<file path="src/rtl/multiplexed_display_driver.sv">
// Scanned seven-segment driver: per-digit blank/PWM slots, leading-zero blanking
// and a double-buffered update that only swaps data at the frame boundary.
//
// Ports:
//   clock, resetN        system clock, async active-low reset
//   data, pointEnable    hex nibble / decimal point per digit (digit k = data[4k+:4])
//   update, busy         capture request; busy while captured data waits for the frame end
//   suppressZeros        blank leading zero digits (digit 0 always shown)
//   brightness           PWM level, on-fraction (brightness+1)/2^BRIGHTNESS_BITS
//   enable               0 = all digits dark, scan keeps running
//   segmentEnableN       active-low {dp,g,f,e,d,c,b,a}
//   digitEnableN         active-low one-cold digit select
//   frameStart           one-clock pulse aligned with slot 0 of digit 0 on the pins
module multiplexed_display_driver #(
    parameter int DIGITS          = 8,
    parameter int REFRESH_DIVISOR = 12500,
    parameter int BLANK_CYCLES    = 16,
    parameter int BRIGHTNESS_BITS = 4
) (
    input  logic                       clock,
    input  logic                       resetN,
    input  logic [4*DIGITS-1:0]        data,
    input  logic [DIGITS-1:0]          pointEnable,
    input  logic                       update,
    output logic                       busy,
    input  logic                       suppressZeros,
    input  logic [BRIGHTNESS_BITS-1:0] brightness,
    input  logic                       enable,
    output logic [7:0]                 segmentEnableN,
    output logic [DIGITS-1:0]          digitEnableN,
    output logic                       frameStart
);

    localparam int CW   = $clog2(REFRESH_DIVISOR);
    localparam int DW   = $clog2(DIGITS);
    localparam int SPAN = REFRESH_DIVISOR - BLANK_CYCLES;

    typedef enum logic [1:0] {
        PH_BLANK,
        PH_ON,
        PH_OFF
    } phase_e;

    logic [CW-1:0]              cnt_q, cnt_d;
    logic [DW-1:0]              dig_q, dig_d;
    logic [BRIGHTNESS_BITS-1:0] bri_q, bri_d;
    logic [4*DIGITS-1:0]        pend_data_q, pend_data_d;
    logic [DIGITS-1:0]          pend_pe_q, pend_pe_d;
    logic [4*DIGITS-1:0]        act_data_q, act_data_d;
    logic [DIGITS-1:0]          act_pe_q, act_pe_d;
    logic                       busy_q, busy_d;
    logic [7:0]                 seg_q, seg_d;
    logic [DIGITS-1:0]          dign_q, dign_d;
    logic                       fs_q, fs_d;

    logic                       slot_end;
    logic                       frame_end;
    logic [BRIGHTNESS_BITS-1:0] bri_cur;
    logic [31:0]                on_w;
    logic [31:0]                cnt32;
    phase_e                     phase;
    logic [DIGITS-1:0]          supp;
    logic                       zero_above;
    logic [3:0]                 nib;
    logic                       dp;
    logic                       sup;
    logic                       lit;

    function automatic logic [6:0] hex7(input logic [3:0] n);
        hex7 = 7'h7F;
        case (n)
            4'h0: hex7 = 7'h40;
            4'h1: hex7 = 7'h79;
            4'h2: hex7 = 7'h24;
            4'h3: hex7 = 7'h30;
            4'h4: hex7 = 7'h19;
            4'h5: hex7 = 7'h12;
            4'h6: hex7 = 7'h02;
            4'h7: hex7 = 7'h78;
            4'h8: hex7 = 7'h00;
            4'h9: hex7 = 7'h10;
            4'hA: hex7 = 7'h08;
            4'hB: hex7 = 7'h03;
            4'hC: hex7 = 7'h46;
            4'hD: hex7 = 7'h21;
            4'hE: hex7 = 7'h06;
            4'hF: hex7 = 7'h0E;
            default: hex7 = 7'h7F;
        endcase
    endfunction

    // State register
    always_ff @(posedge clock or negedge resetN) begin
        if (!resetN) begin
            cnt_q       <= '0;
            dig_q       <= '0;
            bri_q       <= '0;
            pend_data_q <= '0;
            pend_pe_q   <= '0;
            act_data_q  <= '0;
            act_pe_q    <= '0;
            busy_q      <= 1'b0;
            seg_q       <= 8'hFF;
            dign_q      <= '1;
            fs_q        <= 1'b0;
        end else begin
            cnt_q       <= cnt_d;
            dig_q       <= dig_d;
            bri_q       <= bri_d;
            pend_data_q <= pend_data_d;
            pend_pe_q   <= pend_pe_d;
            act_data_q  <= act_data_d;
            act_pe_q    <= act_pe_d;
            busy_q      <= busy_d;
            seg_q       <= seg_d;
            dign_q      <= dign_d;
            fs_q        <= fs_d;
        end
    end

    // Scan counters, slot brightness and the update handshake
    always_comb begin
        slot_end  = (cnt_q == CW'(REFRESH_DIVISOR - 1));
        frame_end = slot_end && (dig_q == DW'(DIGITS - 1));
        cnt_d     = slot_end ? '0 : cnt_q + CW'(1);
        dig_d     = dig_q;
        if (slot_end) begin
            dig_d = frame_end ? '0 : dig_q + DW'(1);
        end
        // Brightness is taken live at c==0 so a blank-free slot still sees it
        bri_cur = (cnt_q == '0) ? brightness : bri_q;
        bri_d   = bri_cur;

        pend_data_d = pend_data_q;
        pend_pe_d   = pend_pe_q;
        act_data_d  = act_data_q;
        act_pe_d    = act_pe_q;
        busy_d      = busy_q;
        if (frame_end && busy_q) begin
            act_data_d = pend_data_q;
            act_pe_d   = pend_pe_q;
            busy_d     = 1'b0;
        end
        if (update && !busy_q) begin
            pend_data_d = data;
            pend_pe_d   = pointEnable;
            busy_d      = 1'b1;
        end
    end

    // Slot phase decode from the slot count
    always_comb begin
        cnt32 = 32'(cnt_q);
        on_w  = (32'(SPAN) * (32'(bri_cur) + 32'd1)) >> BRIGHTNESS_BITS;
        if (cnt32 < 32'(BLANK_CYCLES)) begin
            phase = PH_BLANK;
        end else if (cnt32 < 32'(BLANK_CYCLES) + on_w) begin
            phase = PH_ON;
        end else begin
            phase = PH_OFF;
        end
    end

    // Leading zeros: scan from the MS digit while every nibble seen is zero
    always_comb begin
        supp       = '0;
        zero_above = 1'b1;
        for (int k = DIGITS - 1; k >= 0; k--) begin
            zero_above = zero_above && (act_data_q[4*k +: 4] == 4'h0);
            supp[k]    = suppressZeros && zero_above && (k != 0);
        end
    end

    // Pin values, registered one clock behind the counters
    always_comb begin
        nib = 4'h0;
        dp  = 1'b0;
        sup = 1'b0;
        for (int k = 0; k < DIGITS; k++) begin
            if (dig_q == DW'(k)) begin
                nib = act_data_q[4*k +: 4];
                dp  = act_pe_q[k];
                sup = supp[k];
            end
        end
        lit   = enable && (phase == PH_ON);
        seg_d = 8'hFF;
        if (lit) begin
            seg_d = {~dp, sup ? 7'h7F : hex7(nib)};
        end
        for (int k = 0; k < DIGITS; k++) begin
            dign_d[k] = !(lit && (dig_q == DW'(k)));
        end
        fs_d = (cnt_q == '0) && (dig_q == '0);
    end

    assign busy           = busy_q;
    assign segmentEnableN = seg_q;
    assign digitEnableN   = dign_q;
    assign frameStart     = fs_q;

endmodule

</file>
<file path="config.mk">
export PLATFORM = sky130hd
export DESIGN_NAME = multiplexed_display_driver
export DESIGN_NICKNAME = d
export VERILOG_FILES = /design/src/rtl/multiplexed_display_driver.sv
export SDC_FILE = /design/constraint.sdc
export NUM_CORES = 1
export LEC_CHECK = 0
export BUFFER_PORTS_ARGS = -buffer_cell sky130_fd_sc_hd__clkbuf_2
export CAP_MARGIN = 0
export CORE_MARGIN = 2
export CORE_UTILIZATION = 50
export DETAILED_ROUTE_END_ITERATION = 8
export PLACE_DENSITY = 0.75
export REMOVE_ABC_BUFFERS = 1
export SYNTH_ARGS = -nofsm -noshare
export SYNTH_HDL_FRONTEND = slang
export SYNTH_SLANG_ARGS = --single-unit
export TNS_END_PERCENT = 5
</file>
<file path="constraint.sdc">
create_clock -name clock -period 8.8 [get_ports clock]
set_input_delay 2.64 -clock clock [delete_from_list [all_inputs] [get_ports clock]]
set_output_delay 2.64 -clock clock [all_outputs]
set_load 0.1 [all_outputs]
</file>
Word level (Yosys, flattened, before mapping)
Memories as Yosys holds them, arrays and structs flattened. Cells that the tools add are included.

Register bits: 119. Latch bits: 0. Bits in writable memories: 0. Memory bits (read-only): 112. Input port bits: 49. Output and inout bits: 18. Logic and storage cells: 106. Memories: 1.

$add $sub $neg: 4. Multiply operators: 1. Div/mod/pow operators: 0. Order comparisons: 2. Eq/ne operators: 9. Shift-type cells: 0. Mux-type cells: 32. Bitwise logic cells: 1. Reduce and logical (&&, ||, !) cells: 45.

Memories: (name not given) (depth 16, bits a word 7, rd ports 1, clocked after Yosys merged registers in 0, wr ports 0, RTL line 71) `case (n)`.

Operator list (count): $mux W4 (9); $logic_not A4 Y1 (7); $logic_and A1 B1 Y1 (26); $mul A12 B5 Y17 const A (1); $mux W1 (17); $add A5 B15 Y16 const A (1); $lt A14 B16 Y1 (1); $add A14 B1 Y14 const B (1); $eq A14 B14 Y1 const B (1); $logic_not A14 Y1 (1); $lt A14 B5 Y1 const B (1); $mux W14 (1); $eq A3 B3 Y1 const B (4); $logic_not A1 Y1 (9); $mux W8 (1); $mux W7 (1); $eq A3 B2 Y1 const B (2); $add A4 B1 Y5 const B (1); $mux W2 (2); $add A3 B1 Y3 const B (1); $eq A3 B1 Y1 const B (1); $logic_not A3 Y1 (1); $mux W3 (1); $eq A2 B1 Y1 const B (1); 2 further kinds (2).

Depth between registers and ports, before layout
Depth in word-level cells: 17. Gate-level depth with buffers: 29. Mapped depth without buffers: 28.

Worst setup path before layout
No wires, ideal clock.

Path kind: input-to-reg. Start point: in brightness[1]. End point: reg seg_q[7], in the netlist segmentEnableN[7]. Data arrival time: 7.724 ns. Path slack: 0.977 ns. Cell stages on the path: 25. Cells stage by stage: nor3b_1 -> nand4_2 -> and2_4 -> inv_4 -> ha_1 -> and3_1 -> ha_1 -> ha_1 -> ha_1 -> buf_4 -> nor3b_1 -> and3_2 -> a311oi_4 -> and2b_2 -> nand3_1 -> xor2_1 -> ha_1 -> a21o_1 -> a21o_1 -> a21oi_1 -> o21ai_0 -> nor3_1 -> a311oi_2 -> a211oi_4 -> o211ai_2.

Cells in the longest elaborated chain, start to end: 10.

RTL lines: start: declaration (RTL line 27) `input logic [BRIGHTNESS_BITS-1:0] brightness,`; $mux W4 (RTL line 131) `bri_cur = (cnt_q == '0) ? brightness : bri_q;`; via bri_cur[1] (RTL line 58) `logic [BRIGHTNESS_BITS-1:0] bri_cur;`; $add A4 B1 Y5 (RTL line 154) `on_w = (32'(SPAN) * (32'(bri_cur) + 32'd1)) >> BRIGHTNESS_BITS;`; $mul A12 B5 Y17 (RTL line 154); $add A5 B15 Y16 (RTL line 157) `end else if (cnt32 < 32'(BLANK_CYCLES) + on_w) begin`; $lt A14 B16 Y1 (RTL line 157); $mux W2 (RTL line 157); $mux W2 (RTL line 155) `if (cnt32 < 32'(BLANK_CYCLES)) begin`; $eq A2 B1 Y1 (RTL line 186) `lit = enable && (phase == PH_ON);`; $logic_and A1 B1 Y1 (RTL line 186); $mux W8 (RTL line 188) `if (lit) begin`; via seg_d[7] (RTL line 52) `logic [7:0] seg_q, seg_d;`; end signal: assignment (RTL line 115) `seg_q <= seg_d;`; end: declaration (RTL line 52).

The timed path passes the listed nets, and every way through them passes these cells. A chain may end at the register's enable or synchronous reset.

Worst setup path in the final report
Start point: in brightness[1]. End point: reg dign_q[4], in the netlist digitEnableN[4].

Cells in the longest elaborated chain, start to end: 11.

RTL lines: $mux W4 (RTL line 131); via bri_cur[1] (RTL line 58); $add A4 B1 Y5 (RTL line 154); $mul A12 B5 Y17 (RTL line 154); $add A5 B15 Y16 (RTL line 157); $lt A14 B16 Y1 (RTL line 157); $mux W2 (RTL line 157); $mux W2 (RTL line 155); $eq A2 B1 Y1 (RTL line 186); $logic_and A1 B1 Y1 (RTL line 186); $logic_and A1 B1 Y1 (RTL line 192) `dign_d[k] = !(lit && (dig_q == DW'(k)));`; $logic_not A1 Y1 (RTL line 192); via dign_d[4] (RTL line 53) `logic [DIGITS-1:0] dign_q, dign_d;`; end signal: assignment (RTL line 116) `dign_q <= dign_d;`; end: declaration (RTL line 53).

The timed path passes the listed nets, and every way through them passes these cells.

==> results by group <==
Outcome
  • Status: finished, final reports clean

Clock network
  • Clock transition at path regs: 50 ps
  • Root Driver: clkbuf_16
  • Clock sink total: 119
  • Clock Latency Late Sink: 410 ps
  • Post-CTS Hold Buffers: 0
  • Setup bufs post-CTS: 0
  • Max clock buf depth: 2
  • CTS tree: yes
  • H-tree Lvls: 4
  • Cts bufs inserted: 17
  • Post-cts resize count: 0

Timing
  • Ratio of final minimum period to clock period: 94.0%
  • Fin. Hold Viols: 0
  • Slack of the critical path: 529 ps
  • Layout Skew: 11.0 ps
  • FMAX: approximately 0.12 GHz
  • Worst Max-Slew Pin Slew: between 1000 and 1500 ps
  • Final setup TNS: 0 ps
  • Unrepaired setup endpoints after global routing: false
  • Setup-failing EPs final: 0
  • Post-layout minimum cycle time: just over 8000 ps
  • Max-slew headroom: 20.5%
  • Final slew viol count: 0

Detailed routing
  • Routed wire length: 14.8 mm
  • Final ANT Viol Nets: 0
  • Via Count: around 4,800
  • Iteration-0 DRC Markers: 328
  • Drt pass-1 iters: 5
  • Post-route DRC: 0
  • Wirelength per Cell: approximately 17 um
  • Vias per cell: 5.71

Power
  • Peak supply drop: 0.142 mV
  • Lkg Pwr: 3.69 nW
  • Total Power: 1.51 mW
  • Pwr Density: 193 mW/mm^2

Cells and area
  • Final core occ: 59.2%
  • Multi-input gate area: 0.00351 mm^2
  • Share of cells above drive strength 1: 32.9%
  • Most frequent cells in the layout: dfrtp_1, mux2_2, clkbuf_2, ha_1, nand2_1
  • Fin nets: 752
  • Synth-to-Final Area Change: 16.2%
  • Most common cell after layout, fill and taps aside: dfrtp_1
  • FF+latch area: ~0.0030 mm^2
  • Design Area, Final: 0.00780 mm^2
  • Antenna diodes: 0
  • # fillers: 1,099

Placed design
  • Post-place instance area: 0.00719 mm^2
  • Count of input and output buffers: 66
  • Post-DP HPWL: 10.4 mm
  • Global placer's final weighted congestion: 0.871
  • Pre-CTS WS: between 150 and 200 ps

Synthesis
  • Area contributors post-synth: dfrtp_1, mux2_2, ha_1
  • Synth top area share: 38.4%
  • Post-Synthesis Cells: 596
  • Seq/Total Area, Yosys: between 40 and 50%
  • Synthesis Warnings: 0
  • Most used DFF post-synth: dfrtp_1
  • Count of different cell masters after synthesis: 72
  • Netlist Area Pre-Place: roughly 0.0067 mm^2
  • Synth async-reset ratio: 100%
  • Seq cells post-synth: 119
  • Post-synth EDFFs: 0
  • Leading area contributor after synthesis: dfrtp_1
  • Syn_area_per_cell: between 10 and 15 um^2

Global route
  • First-pass GRT wire length: between 20 and 25 mm
  • Congestion Overflow GR: 0
  • Vias in the first global route: a little under 5,000
  • Initial antenna violation count: 0
  • Largest net degree at the start of global routing: 72
  • GRT Overall Usage: 22.1%

Hold path
  • Min-Delay Path Class: register to register

Flow run
  • Max cap viols: 0

Floorplan
  • Vert. Die Dim: 120 um
  • FP Rows: 42
  • Initial Utilization: slightly above 50%
  • Chip width: 120 um
  • DIE AREA: roughly 0.014 mm^2
  • Ports: 67
  • Core area: ~0.013 mm^2

Worst setup path
  • Data arrival time of the worst path: roughly 8600 ps
  • Crit. End Element: register
  • Critical path startpoint category: input pin
  • CP Class: input pin to register
  • WP data required: approximately 9100 ps
  • Critical path fanouts, max: 11
[stage by stage]
step                      std cells  hold WS (ps)
after floorplan                 569           446
after global placement          815           479
after detailed placement        815           491
after CTS                       847           501
after global routing            847           522
final                           847           500
[final cells by class]
| cell class | instances | area share [%] |
|---|---|---|
| Clock buffer | 24 | 6.30 |
| Clock inverter | 8 | 1.54 |
| Inverter | 27 | 1.33 |
| Multi-Input combinational cell | 423 | 44.9 |
| Sequential cell | 119 | 38.4 |
| Tap cell | 176 | 2.82 |
| Timing Repair Buffer | 70 | 4.65 |
[per-layer routing]
metal / track usage (%) / up-vias / routed length, um
li1: - / 2290 / -
met1: 30.3 / 2386 / 6820
met2: 35.4 / 138 / 7080
met3: 4.56 / 22 / 657
met4: 7.13 / 0 / 210
met5: 0 / - / 0
[path summary, 6_finish.rpt]
kind | cells past startpoint | slack (ps) | end | start
worst max register to register | 27 | 1890 | digitEnableN[4]$_DFF_PN1_ | cnt_q[0]$_DFF_PN0_
worst min-delay path | 2 | 500 | act_data_q[8]$_DFFE_PN0P_ | pend_data_q[8]$_DFFE_PN0P_
worst min register to register | 2 | 500 | act_data_q[8]$_DFFE_PN0P_ | pend_data_q[8]$_DFFE_PN0P_
worst max-delay path | 25 | 530 | digitEnableN[4]$_DFF_PN1_ | brightness[1]
max in group asynchronous | 2 | 5250 | act_data_q[28]$_DFFE_PN0P_ | resetN
min in group asynchronous | 1 | 2240 | pend_data_q[10]$_DFFE_PN0P_ | resetN
[synthesized netlist by cell type, drive strengths merged, types with 12 or more instances]
| library cell | instances |
|---|---|
| inv | 27 |
| nand2 | 41 |
| nor2 | 33 |
| o21ai | 17 |
| and3 | 12 |
| nand3 | 18 |
| dfstp | 16 |
| ha | 44 |
| xnor2 | 13 |
| mux2 | 80 |
| a21oi | 16 |
| clkbuf | 21 |
| dfrtp | 103 |
| xor2 | 13 |
[sequential cells by signal (all words and copies together), names as in the netlist]
signal	cells
digitEnableN	8
busy	1
act_data_q	32
act_pe_q	8
dig_q	3
segmentEnableN	8
cnt_q	14
frameStart	1
bri_q	4
pend_pe_q	8
pend_data_q	32
[critical path: stages]
cell and delay (ps):
clkbuf_2 90, nor3b_1 220, nand4_2 230, and2_4 260
inv_4 80, ha_1 270, and3_1 250, ha_1 250
ha_1 300, ha_1 460, and3b_1 280, o2111a_1 280
or4b_1 500, nand3_2 150, nor4b_4 310, xnor2_1 160
ha_1 260, nand4_1 110, nor2_1 70, nand2_1 50
nor4b_1 50, nor3_1 500, a311oi_2 170, a211oi_4 500
nand3_1 150
[logic make-up (layout without fill, tap and decap cells)]
| family | count (synthesis) | in the layout | share of synthesized area (%) |
|---|---|---|---|
| simple gates | 172 | 172 | 14.8 |
| flops | 119 | 119 | 44.6 |
| compound gates | 90 | 90 | 10.5 |
| mux | 90 | 90 | 14.9 |
| buf+inv | 54 | 129 | 3.30 |
| fa+ha+maj | 45 | 45 | 8.49 |
| xor+xnor | 26 | 26 | 3.39 |
[power breakdown]
group | internal, mW | switching, mW | leakage [nW]
registers | 0.574 | 0.0130 | 1.52
logic | 0.0834 | 0.127 | 1.88
clock network | 0.474 | 0.236 | 0.296
total | 1.13 | 0.376 | 3.69
Note: power is estimated with default switching activity, not from simulation.
